### src/rtl/sqrt_pkg.sv
// ============================================================================
//  Module   : sqrt_pkg
//  Purpose  : Shared state encoding, default widths and width helper for the
//             shared square-root sequencer.
//  Revision : 1.0 - initial release
// ============================================================================
`default_nettype none

package sqrt_pkg;

    localparam int c_default_size      = 108;
    localparam int c_default_half_size = 54;

    typedef enum logic [1:0] {
        IDLE   = 2'd0,
        SETTLE = 2'd1,
        RESP   = 2'd2
    } state_t;

    // Index/counter widths never collapse to zero bits, even for n <= 2.
    function automatic int clog2_min1(input int n);
        return (n <= 2) ? 1 : $clog2(n);
    endfunction

endpackage : sqrt_pkg

`default_nettype wire

### src/rtl/sqrt_rr_arbiter.sv
// ============================================================================
//  Module   : sqrt_rr_arbiter
//  Purpose  : Combinational round-robin pick, searching upward from rr_ptr.
//  Revision : 1.0 - initial release
// ============================================================================
`default_nettype none

module sqrt_rr_arbiter #(
    parameter int NREQ = 4,
    parameter int PW   = 2
) (
    input  logic [NREQ-1:0] req,
    input  logic [PW-1:0]   rr_ptr,
    output logic [NREQ-1:0] grant,
    output logic [PW-1:0]   grant_idx,
    output logic            any_req
);

    logic [PW:0] w_sum;
    logic [PW-1:0] w_idx;

    // The extra bit in w_sum lets the wrap work for non-power-of-two NREQ.
    always_comb begin
        any_req   = 1'b0;
        grant_idx = '0;
        w_sum     = '0;
        w_idx     = '0;
        for (int i = 0; i < NREQ; i++) begin
            w_sum = {1'b0, rr_ptr} + (PW+1)'(i);
            if (w_sum >= (PW+1)'(NREQ))
                w_sum = w_sum - (PW+1)'(NREQ);
            w_idx = w_sum[PW-1:0];
            if (!any_req && req[w_idx]) begin
                any_req   = 1'b1;
                grant_idx = w_idx;
            end
        end
    end

    always_comb begin
        grant = '0;
        if (any_req)
            grant[grant_idx] = 1'b1;
    end

endmodule : sqrt_rr_arbiter

`default_nettype wire

### src/rtl/sqrt_share_ctrl.sv
// ============================================================================
//  Module   : sqrt_share_ctrl
//  Purpose  : Shares one external combinational square-root array among NREQ
//             requesters with round-robin arbitration and a settle window.
//  Revision : 1.0 - initial release
// ============================================================================
`default_nettype none

module sqrt_share_ctrl
    import sqrt_pkg::*;
#(
    parameter int SIZE          = c_default_size,
    parameter int HALF_SIZE     = c_default_half_size,
    parameter int NREQ          = 4,
    parameter int SETTLE_CYCLES = 3
) (
    input  logic                 clk,
    input  logic                 rst_n,
    input  logic [NREQ-1:0]      req_valid,
    output logic [NREQ-1:0]      req_ready,
    input  logic [NREQ*SIZE-1:0] req_data,
    output logic [NREQ-1:0]      rsp_valid,
    input  logic [NREQ-1:0]      rsp_ready,
    output logic [HALF_SIZE-1:0] rsp_data,
    output logic                 busy,
    output logic [SIZE-1:0]      core_p,
    input  logic [HALF_SIZE-1:0] core_u
);

    localparam int PW = clog2_min1(NREQ);
    localparam int CW = clog2_min1(SETTLE_CYCLES) + 1;

    localparam logic [CW-1:0] c_cnt_load = CW'(SETTLE_CYCLES - 1);
    localparam logic [PW-1:0] c_last_idx = PW'(NREQ - 1);

    if ((SIZE % 2) != 0) begin : g_chk_size
        $error("sqrt_share_ctrl: SIZE must be even");
    end
    if (HALF_SIZE != SIZE / 2) begin : g_chk_half
        $error("sqrt_share_ctrl: HALF_SIZE must equal SIZE/2");
    end
    if (NREQ < 2) begin : g_chk_nreq
        $error("sqrt_share_ctrl: NREQ must be at least 2");
    end
    if (SETTLE_CYCLES < 1) begin : g_chk_settle
        $error("sqrt_share_ctrl: SETTLE_CYCLES must be at least 1");
    end

    state_t                r_state;
    logic [SIZE-1:0]       r_op;
    logic [HALF_SIZE-1:0]  r_res;
    logic [PW-1:0]         r_owner;
    logic [PW-1:0]         r_rr_ptr;
    logic [CW-1:0]         r_cnt;

    logic [NREQ-1:0]       w_grant_oh;
    logic [PW-1:0]         w_grant_idx;
    logic                  w_any;
    logic [SIZE-1:0]       w_sel_data;
    logic                  w_owner_ready;

    sqrt_rr_arbiter #(
        .NREQ (NREQ),
        .PW   (PW)
    ) u_arb (
        .req       (req_valid),
        .rr_ptr    (r_rr_ptr),
        .grant     (w_grant_oh),
        .grant_idx (w_grant_idx),
        .any_req   (w_any)
    );

    assign w_sel_data    = req_data[w_grant_idx*SIZE +: SIZE];
    assign w_owner_ready = rsp_ready[r_owner];

    assign req_ready = (r_state == IDLE) ? w_grant_oh : '0;
    assign busy      = (r_state != IDLE);
    assign core_p    = r_op;
    assign rsp_data  = r_res;

    always_comb begin
        rsp_valid = '0;
        if (r_state == RESP)
            rsp_valid[r_owner] = 1'b1;
    end

    // r_op only loads on the IDLE handshake so the array input cannot move
    // while its output is still settling or waiting to be accepted.
    always_ff @(posedge clk or negedge rst_n) begin
        if (!rst_n) begin
            r_state  <= IDLE;
            r_op     <= '0;
            r_res    <= '0;
            r_owner  <= '0;
            r_rr_ptr <= '0;
            r_cnt    <= '0;
        end else begin
            case (r_state)
                IDLE: begin
                    if (w_any) begin
                        r_op    <= w_sel_data;
                        r_owner <= w_grant_idx;
                        r_cnt   <= c_cnt_load;
                        r_state <= SETTLE;
                    end
                end
                SETTLE: begin
                    if (r_cnt != '0) begin
                        r_cnt <= r_cnt - 1'b1;
                    end else begin
                        r_res   <= core_u;
                        r_state <= RESP;
                    end
                end
                RESP: begin
                    if (w_owner_ready) begin
                        r_rr_ptr <= (r_owner == c_last_idx) ? '0 : r_owner + 1'b1;
                        r_state  <= IDLE;
                    end
                end
                default: r_state <= IDLE;
            endcase
        end
    end

endmodule : sqrt_share_ctrl

`default_nettype wire

### config.mk
export PLATFORM = sky130hd
export DESIGN_NAME = sqrt_share_ctrl
export DESIGN_NICKNAME = d
export VERILOG_FILES = /design/src/rtl/sqrt_pkg.sv /design/src/rtl/sqrt_rr_arbiter.sv /design/src/rtl/sqrt_share_ctrl.sv
export SDC_FILE = /design/constraint.sdc
export NUM_CORES = 1
export LEC_CHECK = 0
export BUFFER_PORTS_ARGS = -buffer_cell sky130_fd_sc_hd__buf_4
export CORE_AREA = 5 5 254 256
export CTS_BUF_LIST = sky130_fd_sc_hd__clkbuf_4 sky130_fd_sc_hd__clkbuf_8 sky130_fd_sc_hd__clkbuf_16
export CTS_CLUSTER_DIAMETER = 80
export DETAILED_ROUTE_END_ITERATION = 8
export DIE_AREA = 0 0 259 261
export HOLD_SLACK_MARGIN = 0.03
export PLACE_DENSITY = 0.45
export SETUP_SLACK_MARGIN = 0.05
export SLEW_MARGIN = 30
export SYNTH_ARGS = -nofsm -noshare
export SYNTH_HDL_FRONTEND = slang
export SYNTH_SLANG_ARGS = --single-unit
### constraint.sdc
create_clock -name clk -period 5.5 [get_ports clk]
set_input_delay 1.1 -clock clk [delete_from_list [all_inputs] [get_ports clk]]
set_output_delay 1.1 -clock clk [all_outputs]
set_load 0.03 [all_outputs]
==> flow_summary.yaml, run 1 <==
sta:
  rsz0062_at_grt: "no"
  fin_crit_ns: 3.81
  setup_viol: 0
  final-hold-violation-count: 0
  fmax_mhz: 263
  slew_headroom_pct: 35.2
  finalMaxSlewViolations: 0
  hold-worst-slack_ns: 0.489
  min_period_over_period_pct: 69.2
  clock_skew_ns: 0.0236
  setup_tns_ns: 0
  max_slew.worst_pin.slew_ns: 0.973
cells_and_area:
  layout_common_cells: "buf_4, mux2i_1, dfrtp_1, nand2_1, o221ai_1"
  fin_area_mm2: 0.0157
  syn_to_final_growth_pct: 65.6
  drive_gt1_share_pct: 51.9
  fillers: 6661
  final_util_pct: 25.2
  diodes: 0
  layout.cells.most_common: "buf_4"
  nets: 1927
placed_design:
  io_buffer_count: 666
  postPlaceCellArea_mm2: 0.0151
  routabilityCongestion: 0.822
  dpl.hpwl_um: 34300
yosys:
  avgSynthCellArea_um2: 12.1
  async_flop_share_pct: 100
  synth_area_mm2: 0.00950
  synth_edf_count: 0
  yosysSeqAreaShare_pct: 45.1
  synth_warnings: 0
  ys_seq_elements: 171
  synthFlopType: "dfrtp_1"
  synth_fp_nets: 1290
  syn_inst: 788
  yosysUniqueCellTypes: 39
critical_path:
  r2r_end: "core_p[12]$_DFFE_PN0P_"
  rr_worst_depth: 6
  worstPathMaxFanout: 50
  cp_data_required_time_ns: 4.40
  start_kind: "primary input"
  path_class: "in -> out"
  r2r-start: "r_rr_ptr[1]$_DFFE_PN0P_"
  critPathArrivalTime_ns: 2.71
  r2r_setup_slack_ns: 2.65
  critPathCaptureType: "output pin"
worst_hold_path:
  hp-class: "reg -> reg"
  worstHoldPathCells: 2
  hold-path-endpoint: "core_p[61]$_DFFE_PN0P_"
  hp-start: "core_p[61]$_DFFE_PN0P_"
power:
  vdd_drop_max_v: 0.000334
  power.internal_uw: 4600
  p_total_uw: 8700
  switching_share_pct: 47.2
  power.density_mw_per_mm2: 554
  p_seq_share_pct: 26.4
  power.switching_uw: 4110
  pwr-share-clk_pct: 14.1
  p_comb_share_pct: 59.4
  leakage_uw: 0.00804
clock_tree:
  cts_resized: 0
  cts.path.max_buffers: 2
  clkLatencyLatePin_ns: 0.47
  path_clk_slew_ns: 0.07
  cts.hold.buffers_added: 0
  root_buffer: "clkbuf_16"
  post_cts_buffers: 0
  cts_tree: "built"
  cts.sink_count: 171
  cts_buffers: 17
  cts_max_level: 4
floorplanning:
  fp.dieH_um: 261
  pin_count: 667
  die_w_um: 259
  rows: 92
  die_area_mm2: 0.0676
  initial_core_util_pct: 15.2
  core_mm2: 0.0623
drt:
  viasPerCell: 3.98
  ant_nets: 0
  dr.pass1.iters: 6
  routed_wirelength_um: 43200
  first_iter_violations: 392
  wire_per_inst_um: 18.9
  num_vias: 9083
  drc: 0
job:
  max_cap_viol_count: 0
global_route:
  grt_pass1_wl_um: 61900
  grt-ovfl-total: 0
  grt_max_degree: 87
  track_usage_pct: 12.1
  first_global_vias: 9997
  antenna_found_initial: 3
outcome:
  status: "finished, final reports clean"
==> through the flow <==
stage          worst slack [ns]  cells
6_report                   1.69   2284
2_1_floorplan              2.03    788
4_1_cts                    1.67   2284
3_3_place_gp               1.69   2251
3_5_place_dp               1.68   2252
5_1_grt                    1.56   2284
==> flip-flops by register name, indices dropped and copies added, names as in the netlist <==
| name | cells |
|---|---|
| core_p | 108 |
| rsp_data | 54 |
| r_cnt | 3 |
| r_owner | 2 |
| r_rr_ptr | 2 |
| r_state | 2 |
==> power groups by stage <==
stage          registers (µW)  clock network, µW  logic [µW]
4_1_cts                  2310               1300        5280
3_5_place_dp             2310                  0        5280
3_3_place_gp             2300                  0        5220
2_1_floorplan            3410                  0        2280
6_report                 2300               1230        5170
5_1_grt                  2390               1350        5560
==> cell families after synthesis <==
family	Yosys count	share of synthesized area (%)
flops	171	45.1
xor+xnor	1	0.0922
simple gates	140	6.19
mux	273	29.6
buf+inv	73	7.10
compound gates	124	11.1
fa+ha+maj	6	0.790
==> critical path: stages <==
cell and delay (ns):
buf_4 0.10, nor2b_2 0.16, nor2_1 0.05, o22ai_1 0.28, nand2b_4 0.67, nor2_1 0.13, buf_4 0.21
==> worst max-delay path by stage <==
stage | cells after the start | end | startpoint
2_1_floorplan | 7 | req_ready[2] | req_valid[0]
3_3_place_gp | 7 | req_ready[3] | req_valid[0]
3_5_place_dp | 7 | req_ready[2] | req_valid[0]
4_1_cts | 6 | req_ready[2] | req_valid[1]
5_1_grt | 7 | req_ready[2] | req_valid[0]
6_report | 7 | req_ready[2] | req_valid[0]
==> synthesized netlist by cell type (2+ instances only) <==
master | number | area (µm²)
nor2_1 | 9 | 33.8
a21o_1 | 3 | 22.5
buf_12 | 12 | 240
buf_2 | 21 | 105
and2_1 | 4 | 25.0
nor2b_1 | 2 | 12.5
mux2i_1 | 217 | 2170
nor2b_2 | 2 | 17.5
inv_1 | 7 | 26.3
a21oi_1 | 2 | 10.0
mux2_1 | 35 | 394
buf_8 | 2 | 30.0
clkbuf_1 | 16 | 60.1
ha_1 | 6 | 75.1
bufbuf_8 | 6 | 113
or2_1 | 2 | 12.5
o21ai_1 | 3 | 15.0
dfrtp_1 | 171 | 4280
nand2_1 | 115 | 432
o221ai_1 | 108 | 946
mux2_2 | 20 | 225
o22ai_1 | 2 | 12.5
buf_6 | 6 | 67.6
dlymetal6s2s_1 | 2 | 25.0
==> layout make-up <==
class | instances | area [µm²] | share of cell area (%)
Timing Repair Buffer | 684 | 5210 | 33.1
Multi-Input combinational cell | 544 | 4570 | 29.1
Clock buffer | 17 | 425 | 2.71
Tap cell | 846 | 1060 | 6.73
Clock inverter | 15 | 153 | 0.971
Inverter | 7 | 26.3 | 0.167
Sequential cell | 171 | 4280 | 27.2
==> metal layers <==
metal / track usage [%] / vias up / routed length [µm]
met5: 0 / - / 13
met4: 3.85 / 2 / 959
met3: 4.56 / 43 / 3790
met2: 22.1 / 417 / 22900
met1: 12.8 / 4374 / 15500
li1: - / 4247 / -
Power figures use the tool's default switching activity.
==> run 2, diff against run 1 <==
--- a/config.mk
+++ b/config.mk
@@ -5,14 +5,15 @@
 export SDC_FILE = /design/constraint.sdc
 export NUM_CORES = 1
 export LEC_CHECK = 0
+export ABC_AREA = 1
 export BUFFER_PORTS_ARGS = -buffer_cell sky130_fd_sc_hd__buf_4
-export CORE_AREA = 5 5 254 256
+export CORE_AREA = 5 5 256 258
 export CTS_BUF_LIST = sky130_fd_sc_hd__clkbuf_4 sky130_fd_sc_hd__clkbuf_8 sky130_fd_sc_hd__clkbuf_16
 export CTS_CLUSTER_DIAMETER = 80
 export DETAILED_ROUTE_END_ITERATION = 8
-export DIE_AREA = 0 0 259 261
+export DIE_AREA = 0 0 261 263
 export HOLD_SLACK_MARGIN = 0.03
-export PLACE_DENSITY = 0.45
+export PLACE_DENSITY = 0.48
 export SETUP_SLACK_MARGIN = 0.05
 export SLEW_MARGIN = 30
 export SYNTH_ARGS = -nofsm -noshare
==> constraint.sdc (replaced) <==
create_clock -name clk -period 3.75 [get_ports clk]
set_input_delay 0.75 -clock clk [delete_from_list [all_inputs] [get_ports clk]]
set_output_delay 0.75 -clock clk [all_outputs]
set_load 0.03 [all_outputs]
==> run 2 against run 1 <==
Clock power grew 53%. Hold slack lost 0.24 ns. Clock-buffer cell count stayed put. Utilization grew 3.4 points. Clock skew decreased by 0.0060 ns. Largest power group unchanged. Via count up 47%. Highest routed layer is now met4. Register-to-register slack worse by 1.7 ns. Die area grew 1.5%. First-iteration DRC count is 100% higher. Synthesized cell count rose by 110%. Synthesized area rose by 22%.
==> flow_summary.yaml, run 2 <==
outcome:
  status: "finished, final reports clean"
yosys:
  syn_inst: 1689
  synth_top_area_cell: "dfrtp_1"
  ys_seq_elements: 171
  synth_edf_count: 0
  yosysUniqueCellTypes: 30
  yosysMostFrequentCell: "nand2_1"
  avgSynthCellArea_um2: 6.85
  synth_fp_nets: 2191
  synth_common_cells: "nand2_1, inv_1, nand3_1"
  synth_area_mm2: 0.0116
  synth_warnings: 0
  async_flop_share_pct: 100
  synth_area_leaders: "dfrtp_1, nand2_1, inv_1"
  synthFlopType: "dfrtp_1"
  synth_top_area_share_pct: 37.0
  yosysSeqAreaShare_pct: 37.0
sta:
  fin_crit_ns: 3.27
  slew_headroom_pct: 43.9
  clock_skew_ns: 0.0175
  max_slew.worst_pin.slew_ns: 0.841
  fmax_mhz: 306
  setup_tns_ns: 0
  min_period_over_period_pct: 87.1
  final-hold-violation-count: 0
  hold-worst-slack_ns: 0.249
  setup_viol: 0
  finalMaxSlewViolations: 0
  rsz0062_at_grt: "no"
placed_design:
  io_buffer_count: 666
  dpl.hpwl_um: 44700
  routabilityCongestion: 0.968
global_route:
  grt-ovfl-total: 0
  antenna_found_initial: 3
  grt_max_degree: 103
  track_usage_pct: 16.0
  grt_pass1_wl_um: 84000
  first_global_vias: 13700
clock_tree:
  cts_buffers: 17
  cts_max_level: 4
  clkLatencyLatePin_ns: 0.48
  cts.sink_count: 171
  root_buffer: "clkbuf_16"
  post_cts_buffers: 0
  cts.path.max_buffers: 2
  cts_tree: "built"
  cts.hold.buffers_added: 0
  path_clk_slew_ns: 0.08
  cts_resized: 0
job:
  max_cap_viol_count: 0
power:
  leakage_uw: 0.0101
  power.density_mw_per_mm2: 1010
  vdd_drop_max_v: 0.000777
cells_and_area:
  layout.cells.most_common: "buf_4"
  largest_reg_flops: 108
  syn_to_final_growth_pct: 55.4
  final_util_pct: 28.7
  nets: 2792
  drive_gt1_share_pct: 35.8
  layout_common_cells: "buf_4, nand2_1, inv_1, nand3_1, dfrtp_1"
critical_path:
  crit_slowest_cell: "dfrtp_1"
  cp_data_required_time_ns: 3.00
  path_cells: "inv_4, nand2_1, nand3_1, nand2_1, nand2_1, nand2_1, nand2_4, nand2_1, inv_1, nor2_1, buf_4"
  critPathArrivalTime_ns: 2.52
  crit_top_cell: "nand2_1"
  worstPathMaxFanout: 10
  start_kind: "register"
  critPathCaptureType: "output pin"
  path_class: "reg -> out"
  max_stage_delay_ns: 0.61
drt:
  routed_wirelength_um: 57300
  ant_nets: 0
  first_iter_violations: 792
  num_vias: 13300
  drc: 0
  wire_per_inst_um: 18.2
  viasPerCell: 4.23
  dr.pass1.iters: 5
floorplanning:
  initial_core_util_pct: 18.4
  pin_count: 667
  core_mm2: 0.0627
  fp.dieH_um: 263
  die_area_mm2: 0.0686
  rows: 92
  die_w_um: 261
worst_hold_path:
  hp-class: "in -> async"
[run 2: cell types whose count changed in the layout (fill, tap and decap cells not counted), moves of 34 or more]
cell / delta
o221ai_1: -108
nand3_1: +223
mux2_2: +34
mux2_1: -35
mux2i_1: -217
nand2_1: +407
inv_1: +333
nand4_1: +102
o211ai_1: +56
[run 2: metal layers]
| metal | GRT usage (%) | routed length (µm) | share of wire, % | vias to the layer above |
|---|---|---|---|---|
| met5 | 0 | 0 | 0 | - |
| li1 | - | - | - | 6466 |
| met4 | 7.56 | 2330 | 4.1 | 0 |
| met1 | 18.0 | 21900 | 38 | 6280 |
| met3 | 4.94 | 4630 | 8.1 | 65 |
| met2 | 27.5 | 28400 | 50 | 525 |
[run 2: per-stage QoR]
| stage | worst slack (ns) | total power (µW) | cells | cell area (µm²) |
|---|---|---|---|---|
| 2_1_floorplan | 0.712 | 12000 | 1689 | 11600 |
| 3_3_place_gp | 0.657 | 16500 | 3117 | 17400 |
| 3_5_place_dp | 0.673 | 16600 | 3117 | 17400 |
| 4_1_cts | 0.376 | 18600 | 3149 | 18000 |
| 5_1_grt | 0.196 | 19800 | 3152 | 18000 |
| 6_report | 0.483 | 18200 | 3152 | 18000 |
[run 2: worst paths after layout]
kind	startpoint	end	slack, ns	cells past startpoint
setup reg to reg	r_rr_ptr[0]$_DFFE_PN0P_	core_p[18]$_DFFE_PN0P_	0.92	13
hold reg to reg	core_p[42]$_DFFE_PN0P_	core_p[42]$_DFFE_PN0P_	0.48	2
max in group asynchronous	rst_n	core_p[107]$_DFFE_PN0P_	2.58	2
setup / recovery	r_rr_ptr[0]$_DFFE_PN0P_	req_ready[2]	0.48	11
min in group clk	core_p[42]$_DFFE_PN0P_	core_p[42]$_DFFE_PN0P_	0.48	2
hold / removal	rst_n	rsp_data[5]$_DFFE_PN0P_	0.25	1
[run 2: cell type report]
| class | instances | area (µm²) |
|---|---|---|
| clock inverter | 15 | 171 |
| sequential | 171 | 4280 |
| inverter | 345 | 1300 |
| multi-input combinational | 1059 | 5430 |
| clock buffer | 17 | 425 |
| timing repair buffer | 696 | 5310 |
| fill | 6977 | 44800 |
| tap | 846 | 1060 |
| antenna | 3 | 7.51 |
[run 2: where the power goes]
group / switching, µW / internal, µW / leakage, µW
registers: 561 / 2840 / 0.00206
logic: 8530 / 4380 / 0.00779
clock network: 981 / 899 / 0.000288
[run 2: worst max-delay path: cells and delay by family (launching register included)]
family        cells  cell delay [ns]
buf+inv           3             0.43
flops             1             0.61
simple gates      8             1.01
[run 2: logic make-up after synthesis]
| family | after synthesis | share of synthesized area (%) |
|---|---|---|
| buf+inv | 459 | 16.3 |
| xor+xnor | 1 | 0.0757 |
| fa+ha+maj | 6 | 0.649 |
| mux | 54 | 5.26 |
| simple gates | 931 | 36.5 |
| flops | 171 | 37.0 |
| compound gates | 67 | 4.19 |
==> run 3, diff against run 2 <==
--- a/config.mk
+++ b/config.mk
@@ -5,15 +5,15 @@
 export SDC_FILE = /design/constraint.sdc
 export NUM_CORES = 1
 export LEC_CHECK = 0
-export ABC_AREA = 1
+export ABC_AREA = 0
 export BUFFER_PORTS_ARGS = -buffer_cell sky130_fd_sc_hd__buf_4
-export CORE_AREA = 5 5 256 258
+export CORE_AREA = 5 5 255 257
 export CTS_BUF_LIST = sky130_fd_sc_hd__clkbuf_4 sky130_fd_sc_hd__clkbuf_8 sky130_fd_sc_hd__clkbuf_16
 export CTS_CLUSTER_DIAMETER = 80
 export DETAILED_ROUTE_END_ITERATION = 8
-export DIE_AREA = 0 0 261 263
+export DIE_AREA = 0 0 260 262
 export HOLD_SLACK_MARGIN = 0.03
-export PLACE_DENSITY = 0.48
+export PLACE_DENSITY = 0.45
 export SETUP_SLACK_MARGIN = 0.05
 export SLEW_MARGIN = 30
 export SYNTH_ARGS = -nofsm -noshare
==> run 3 against run 2 <==
Clock-buffer cell count up 1. Cell area down 12%. First-iteration DRC count down 47%. Combinational power down 41%. Critical path type unchanged. Highest routed layer is now met5.
==> flow_summary.yaml, run 3 (synthesis results as in run 1) <==
outcome:
  status: "finished, final reports clean"
clock_tree:
  cts_max_level: 4
  cts.sink_count: 171
  root_buffer: "clkbuf_16"
  post_cts_buffers: 0
  cts_tree: "built"
  cts_buffers: 17
  clkLatencyLatePin_ns: 0.47
  cts.hold.buffers_added: 0
  path_clk_slew_ns: 0.08
  cts.path.max_buffers: 2
  cts_resized: 0
drt:
  num_vias: 9130
  ant_nets: 0
  wire_per_inst_um: 19.0
  dr.pass1.iters: 4
  viasPerCell: 3.99
  drc: 0
  first_iter_violations: 423
  routed_wirelength_um: 43300
critical_path:
  start_kind: "register"
  critPathCaptureType: "output pin"
  critPathBufInv: 1
  worstPathMaxFanout: 6
  critical_path.top_delay_family: "simple AND/OR/NAND/NOR gates"
  max_stage_delay_ns: 0.46
  path_class: "reg -> out"
  cp_data_required_time_ns: 3.00
  critPathArrivalTime_ns: 2.00
  path_cells: "or2_1, nor2_2, nand2_4, nor2_1, buf_4"
  crit_slowest_cell: "dfrtp_1"
cells_and_area:
  diodes: 0
  drive_gt1_share_pct: 52.0
  multi_input_area_mm2: 0.00457
  nets: 1929
  final_util_pct: 25.2
  layout.cells.most_common: "buf_4"
  fillers: 6713
  seq_area_mm2: 0.00428
  syn_to_final_growth_pct: 66.0
  largest_reg_flops: 108
  layout_common_cells: "buf_4, mux2i_1, dfrtp_1, nand2_1, o221ai_1"
power:
  power.density_mw_per_mm2: 812
  p_total_uw: 12800
  vdd_drop_max_v: 0.000589
  leakage_uw: 0.00807
sta:
  setup_tns_ns: 0
  slew_headroom_pct: 47.3
  fin_crit_ns: 2.75
  rsz0062_at_grt: "no"
  hold-worst-slack_ns: 0.330
  min_period_over_period_pct: 73.2
  setup_viol: 0
  clock_skew_ns: 0.0146
  finalMaxSlewViolations: 0
  max_slew.worst_pin.slew_ns: 0.791
  final-hold-violation-count: 0
  fmax_mhz: 364
global_route:
  grt_max_degree: 110
  first_global_vias: 9965
  antenna_found_initial: 1
  grt_pass1_wl_um: 62200
  track_usage_pct: 11.9
  grt-ovfl-total: 0
placed_design:
  dpl.hpwl_um: 33400
  io_buffer_count: 666
  routabilityCongestion: 0.841
job:
  max_cap_viol_count: 0
floorplanning:
  fp.dieH_um: 262
  pin_count: 667
  die_area_mm2: 0.0681
  core_mm2: 0.0625
  rows: 92
  die_w_um: 260
  initial_core_util_pct: 15.2
worst_hold_path:
  hp-class: "in -> async"
-- run 3: cell types whose count changed in the layout (fill, tap and decap cells not counted), sizes merged, moves of 4 or more --
cell and delta:
o221ai +109, nand3 -227, nor2 -10, or2 -55, mux2i +217, inv -338, and2 +4, nand2 -409
o211ai -56, nand4 -102, nor2b +4, buf -10
-- run 3: metrics by stage --
stage	cells	instance area, µm²	worst slack, ns
global placement	2254	15200	0.994
CTS	2286	15800	0.935
detailed placement	2254	15200	0.976
floorplan	788	9500	0.984
global route	2286	15800	0.874
finish	2286	15800	1.00
-- run 3: final cells by class --
cell class | instances | area share, %
clock buffers | 18 | 2.79
clock inverters | 14 | 0.960
inverters | 7 | 0.167
multi-input cells | 544 | 29.0
flip-flops and latches | 171 | 27.1
well taps | 846 | 6.71
repair buffers | 686 | 33.3
-- run 3: worst paths after layout --
kind | endpoint | slack (ns) | depth (start not counted) | start
setup / recovery | req_ready[1] | 1.00 | 5 | r_state[1]$_DFFE_PN0P_
hold / removal | rsp_data[0]$_DFFE_PN0P_ | 0.33 | 1 | rst_n
setup reg to reg | core_p[76]$_DFFE_PN0P_ | 1.38 | 7 | r_rr_ptr[0]$_DFFE_PN0P_
hold reg to reg | core_p[98]$_DFFE_PN0P_ | 0.49 | 2 | core_p[98]$_DFFE_PN0P_
max in group asynchronous | core_p[65]$_DFFE_PN0P_ | 2.52 | 2 | rst_n
min in group clk | rsp_data[29]$_DFFE_PN0P_ | 0.48 | 2 | core_u[29]
-- run 3: layer usage --
layer	share of wire (%)	track usage, %	vias to the layer above
met2	53	21.7	421
met3	8.4	4.16	47
met1	36	12.9	4423
met5	0.030	0	-
met4	2.5	4.24	2
li1	-	-	4237
-- run 3: power by group --
group	internal [µW]	leakage [µW]	switching [µW]
clock	909	0.000288	927
combinational	3090	0.00570	4530
sequential	2800	0.00208	563
total	6790	0.00807	6020
-- run 3: worst reg2reg max path, stage by stage (launching register included) --
cell	delay [ns]
dfrtp_1	0.47
nor2b_2	0.18
a21oi_2	0.07
o221ai_4	0.23
buf_12	0.41
buf_4	0.50
mux2i_1	0.23
o221ai_1	0.14
